**src/rtl/input_debouncer.sv**
```systemverilog
// Synchronises an asynchronous level input and only accepts a new level after
// 2**BITS consecutive agreeing samples, with one-cycle rise/fall strobes.
module input_debouncer #(
  parameter int   BITS        = 8,
  parameter int   SYNC_STAGES = 2,
  parameter logic RESET_VALUE = 1'b1
) (
  input  logic clk,
  input  logic rst,
  input  logic signal_in,
  output logic signal_out,
  output logic rise,
  output logic fall,
  output logic busy
);

  localparam logic [BITS-1:0] CNT_MAX = '1;
  localparam logic [BITS-1:0] CNT_ONE = BITS'(1);

  // Declaration initialisers give correct power-up state when rst is tied low.
  logic [SYNC_STAGES-1:0] sync_reg = {SYNC_STAGES{RESET_VALUE}};
  logic [BITS-1:0]        cnt_reg  = '0;
  logic                   out_reg  = RESET_VALUE;
  logic                   rise_reg = 1'b0;
  logic                   fall_reg = 1'b0;
  logic                   s;

  assign s = sync_reg[SYNC_STAGES-1];

  always_ff @(posedge clk) begin
    if (rst) begin
      sync_reg <= {SYNC_STAGES{RESET_VALUE}};
    end else begin
      sync_reg <= {sync_reg[SYNC_STAGES-2:0], signal_in};
    end
  end

  // Any disagreement-free sample restarts the count; a full run commits.
  always_ff @(posedge clk) begin
    if (rst) begin
      cnt_reg  <= '0;
      out_reg  <= RESET_VALUE;
      rise_reg <= 1'b0;
      fall_reg <= 1'b0;
    end else begin
      rise_reg <= 1'b0;
      fall_reg <= 1'b0;
      if (s == out_reg) begin
        cnt_reg <= '0;
      end else if (cnt_reg != CNT_MAX) begin
        cnt_reg <= cnt_reg + CNT_ONE;
      end else begin
        cnt_reg  <= '0;
        out_reg  <= s;
        rise_reg <= s;
        fall_reg <= ~s;
      end
    end
  end

  assign signal_out = out_reg;
  assign rise       = rise_reg;
  assign fall       = fall_reg;
  assign busy       = (cnt_reg != '0);

endmodule
```
**config.mk**
```make
export PLATFORM = sky130hd
export DESIGN_NAME = input_debouncer
export DESIGN_NICKNAME = d
export VERILOG_FILES = /design/src/rtl/input_debouncer.sv
export SDC_FILE = /design/constraint.sdc
export NUM_CORES = 1
export LEC_CHECK = 0
export CORE_AREA = 2 2 39 41
export CTS_CLUSTER_SIZE = 14
export DETAILED_ROUTE_END_ITERATION = 7
export DIE_AREA = 0 0 41 43
export HOLD_SLACK_MARGIN = 0.02
export PLACE_DENSITY = 0.6
export SKIP_LAST_GASP = 1
export SLEW_MARGIN = 10
export SYNTH_ARGS = -nofsm -noshare
export SYNTH_HDL_FRONTEND = slang
export SYNTH_SLANG_ARGS = --single-unit
```
**constraint.sdc**
```tcl
create_clock -name clk -period 3.59 [get_ports clk]
set_input_delay 0.8975 -clock clk [delete_from_list [all_inputs] [get_ports clk]]
set_output_delay 0.8975 -clock clk [all_outputs]
set_load 0.05 [all_outputs]
```
==> impl_metrics.tcl <==
set metrics [dict create \
    clkPwrFrac_pct 37.5 \
    worst_pin_slew_ns 0.490 \
    synth.largest_area_cell "dfxtp_1" \
    min_path_type "flip-flop to flip-flop" \
    gp_congestion 0.763 \
    nets 75 \
    syn_inst 61 \
    clk_pin_slew_ns 0.09 \
    slew_headroom_pct 67.3 \
    p_seq_share_pct 59.3 \
    max_freq_mhz 352 \
    syn_avg_cell_area_um2 9.13 \
    antenna_found_initial 0 \
    post-cts-setup-buffers 0 \
    startpoint_type "flip-flop" \
    hpwl_um 692 \
    crit_buf_inv 2 \
    final_common_cell "dfxtp_1" \
    ant_nets 0 \
    rsz0062_at_grt "false" \
    first_iter_violations 6 \
    min_from "sync_reg[0]$_SDFF_PP1_" \
    path_class "flip-flop to output pin" \
    htreeDepth 1 \
    cts-root-buf "clkbuf_4" \
    wl_per_cell_um 11.3 \
    synth_warnings 0 \
    coreArea_mm2 0.00138 \
    via_per_inst 5.32 \
    cp_cell_sequence "inv_1, ha_1, nor4b_1, nand2_1, clkdlybuf4s50_1" \
    use_met3_pct 3.14 \
    yosys-top-cells-area "dfxtp_1, ha_1, nor3_1" \
    dpl_cell_area_um2 628 \
    powerDensity_mw_per_mm2 377 \
    ys_ff_latch 13 \
    fill_cells 133 \
    comb_power_share_pct 3.2 \
    synth_ff_type "dfxtp_1" \
    grt_max_degree 11 \
    r2r_end "signal_out$_SDFFE_PP1P_" \
    swShare_pct 22.0 \
    fin_crit_sh_pct 79.2 \
    die_area_mm2 0.00176 \
    fin_setup_tns_ns 0 \
    r2r-start "cnt_reg[0]$_SDFF_PP0_" \
    drv_cap 0 \
    grtUsageMet2_pct 17.8 \
    placedCellCount 81 \
    r2r_cells 4 \
    synth_top_area_share_pct 46.7 \
    rows 14 \
    reg2reg_slack_ns 1.92 \
    cp_top_family "buffers and inverters" \
    clock_latency_ns 0.28 \
    layout-drive-gt1-share_pct 8.70 \
    critPathMaxStageDelay_ns 0.79 \
    first_global_vias 397 \
    largest_reg_flops 8 \
    postCtsHoldBufs 0 \
    portBuffers 6 \
    final_cell_mix "dfxtp_1, inv_1, clkdlybuf4s50_1" \
    slowest_stage "clkdlybuf4s50_1" \
    endpoint_kind "output pin" \
    ios 7 \
    grt.overflow.total 0 \
    firstDrtPassIters 2 \
    via_count 452 \
    setup_viol 0 \
    cts_buffer_depth 2 \
    worstHoldPathCells 1 \
    ys_seq_area_share_pct 46.7 \
    grt_usage_pct 13.8 \
    wl_um 958 \
    total_power_mw 0.247 \
    cts_tree "yes" \
    crit_required_ns 2.69 \
    hold_end "sync_reg[1]$_SDFF_PP1_" \
    clkSinkCount 13 \
    cts_made_buffers 3 \
    grt.busiest_layer "met1" \
    die_y_um 43 \
    n_antenna_cell 0 \
    initial_core_util_pct 40.2 \
    power.internal_mw 0.193 \
    grt_pass1_wl_mm 1.64 \
    cp.arrival_ns 1.95 \
    area_delta_synth_final_pct 17.5 \
    ys_async_sr_fraction_pct 0 \
    min_period_ns 2.84 \
    syn_area_um2 557 \
    design_area_um2 654 \
    grt_use_met1_pct 19.3 \
    post_synth_num_cell_types 29 \
    drc 0 \
    synth-edff-count 0 \
    fin_skew_ns 0.0108 \
    finalNonFillerCells 85 \
    die_w_um 41 \
    cts_resized 0 \
    synth_nets 66 \
    switching_power_mw 0.0542 \
    vdd_drop_max_uv 190 \
    hold_viol 0 \
    p_leak_nw 0.217 \
    slew_viol_final 0 \
    path_max_fanout 6 \
    status "finished clean" \
]
-- area by class of cell --
class / instances / area [um2] / area share, %
multi-input cells: 40 / 265 / 40.5
repair buffers: 6 / 60.1 / 9.18
well taps: 16 / 20.0 / 3.06
clock buffers: 4 / 26.3 / 4.02
flip-flops and latches: 13 / 260 / 39.8
inverters: 6 / 22.5 / 3.44
-- cells in the mapped netlist, types with 2 or more instances --
cell type	count
inv_1	6
nor3b_1	2
dfxtp_1	13
or2_2	2
nand2_1	2
nand3_1	2
nor3_1	5
xnor2_1	2
ha_1	2
a21oi_1	4
nor2_1	3
-- routing by layer --
metal / vias up / share of wire (%)
met1: 214 / 51
met5: - / 0
li1: 229 / -
met3: 2 / 3.2
met2: 7 / 44
met4: 0 / 1.0
-- logic make-up (layout without fill, tap and decap cells) --
kind of cell,after synthesis,count (layout),share of synthesized area (%)
and+or+nand+nor,25,25,27.2
DFF,13,13,46.7
AOI/OAI and AO/OA,10,10,11.2
buffers and inverters,8,16,5.62
xor gates and xnor gates,3,3,4.72
adders and majority gates,2,2,4.49
-- metrics by stage --
step           util, %  hold WS, ns  setup WS (ns)
4_1_cts           47.3        0.412          0.747
5_1_grt           47.3        0.429          0.643
3_3_place_gp      45.4        0.394           1.09
6_report          47.3        0.410          0.746
2_1_floorplan        -        0.389           1.62
3_5_place_dp      45.4        0.393           1.07
-- power groups by stage --
stage | Clock, mW | Combinational (mW) | Sequential [mW]
4_1_cts | 0.0948 | 0.00802 | 0.146
3_3_place_gp | 0 | 0.00782 | 0.150
2_1_floorplan | 0 | 0.00442 | 0.150
3_5_place_dp | 0 | 0.00800 | 0.150
6_report | 0.0926 | 0.00792 | 0.146
5_1_grt | 0.0991 | 0.00897 | 0.147
-- worst max-delay path by stage --
stage / from / to / slack, ns / cells past startpoint
after CTS: cnt_reg[0]$_SDFF_PP0_ / busy / 0.75 / 5
after detailed placement: cnt_reg[0]$_SDFF_PP0_ / busy / 1.07 / 5
after floorplan: cnt_reg[0]$_SDFF_PP0_ / busy / 1.62 / 4
after global placement: cnt_reg[0]$_SDFF_PP0_ / busy / 1.09 / 5
final: cnt_reg[0]$_SDFF_PP0_ / busy / 0.75 / 5
after global routing: cnt_reg[0]$_SDFF_PP0_ / busy / 0.64 / 5
(Power assumes the default switching activity.)
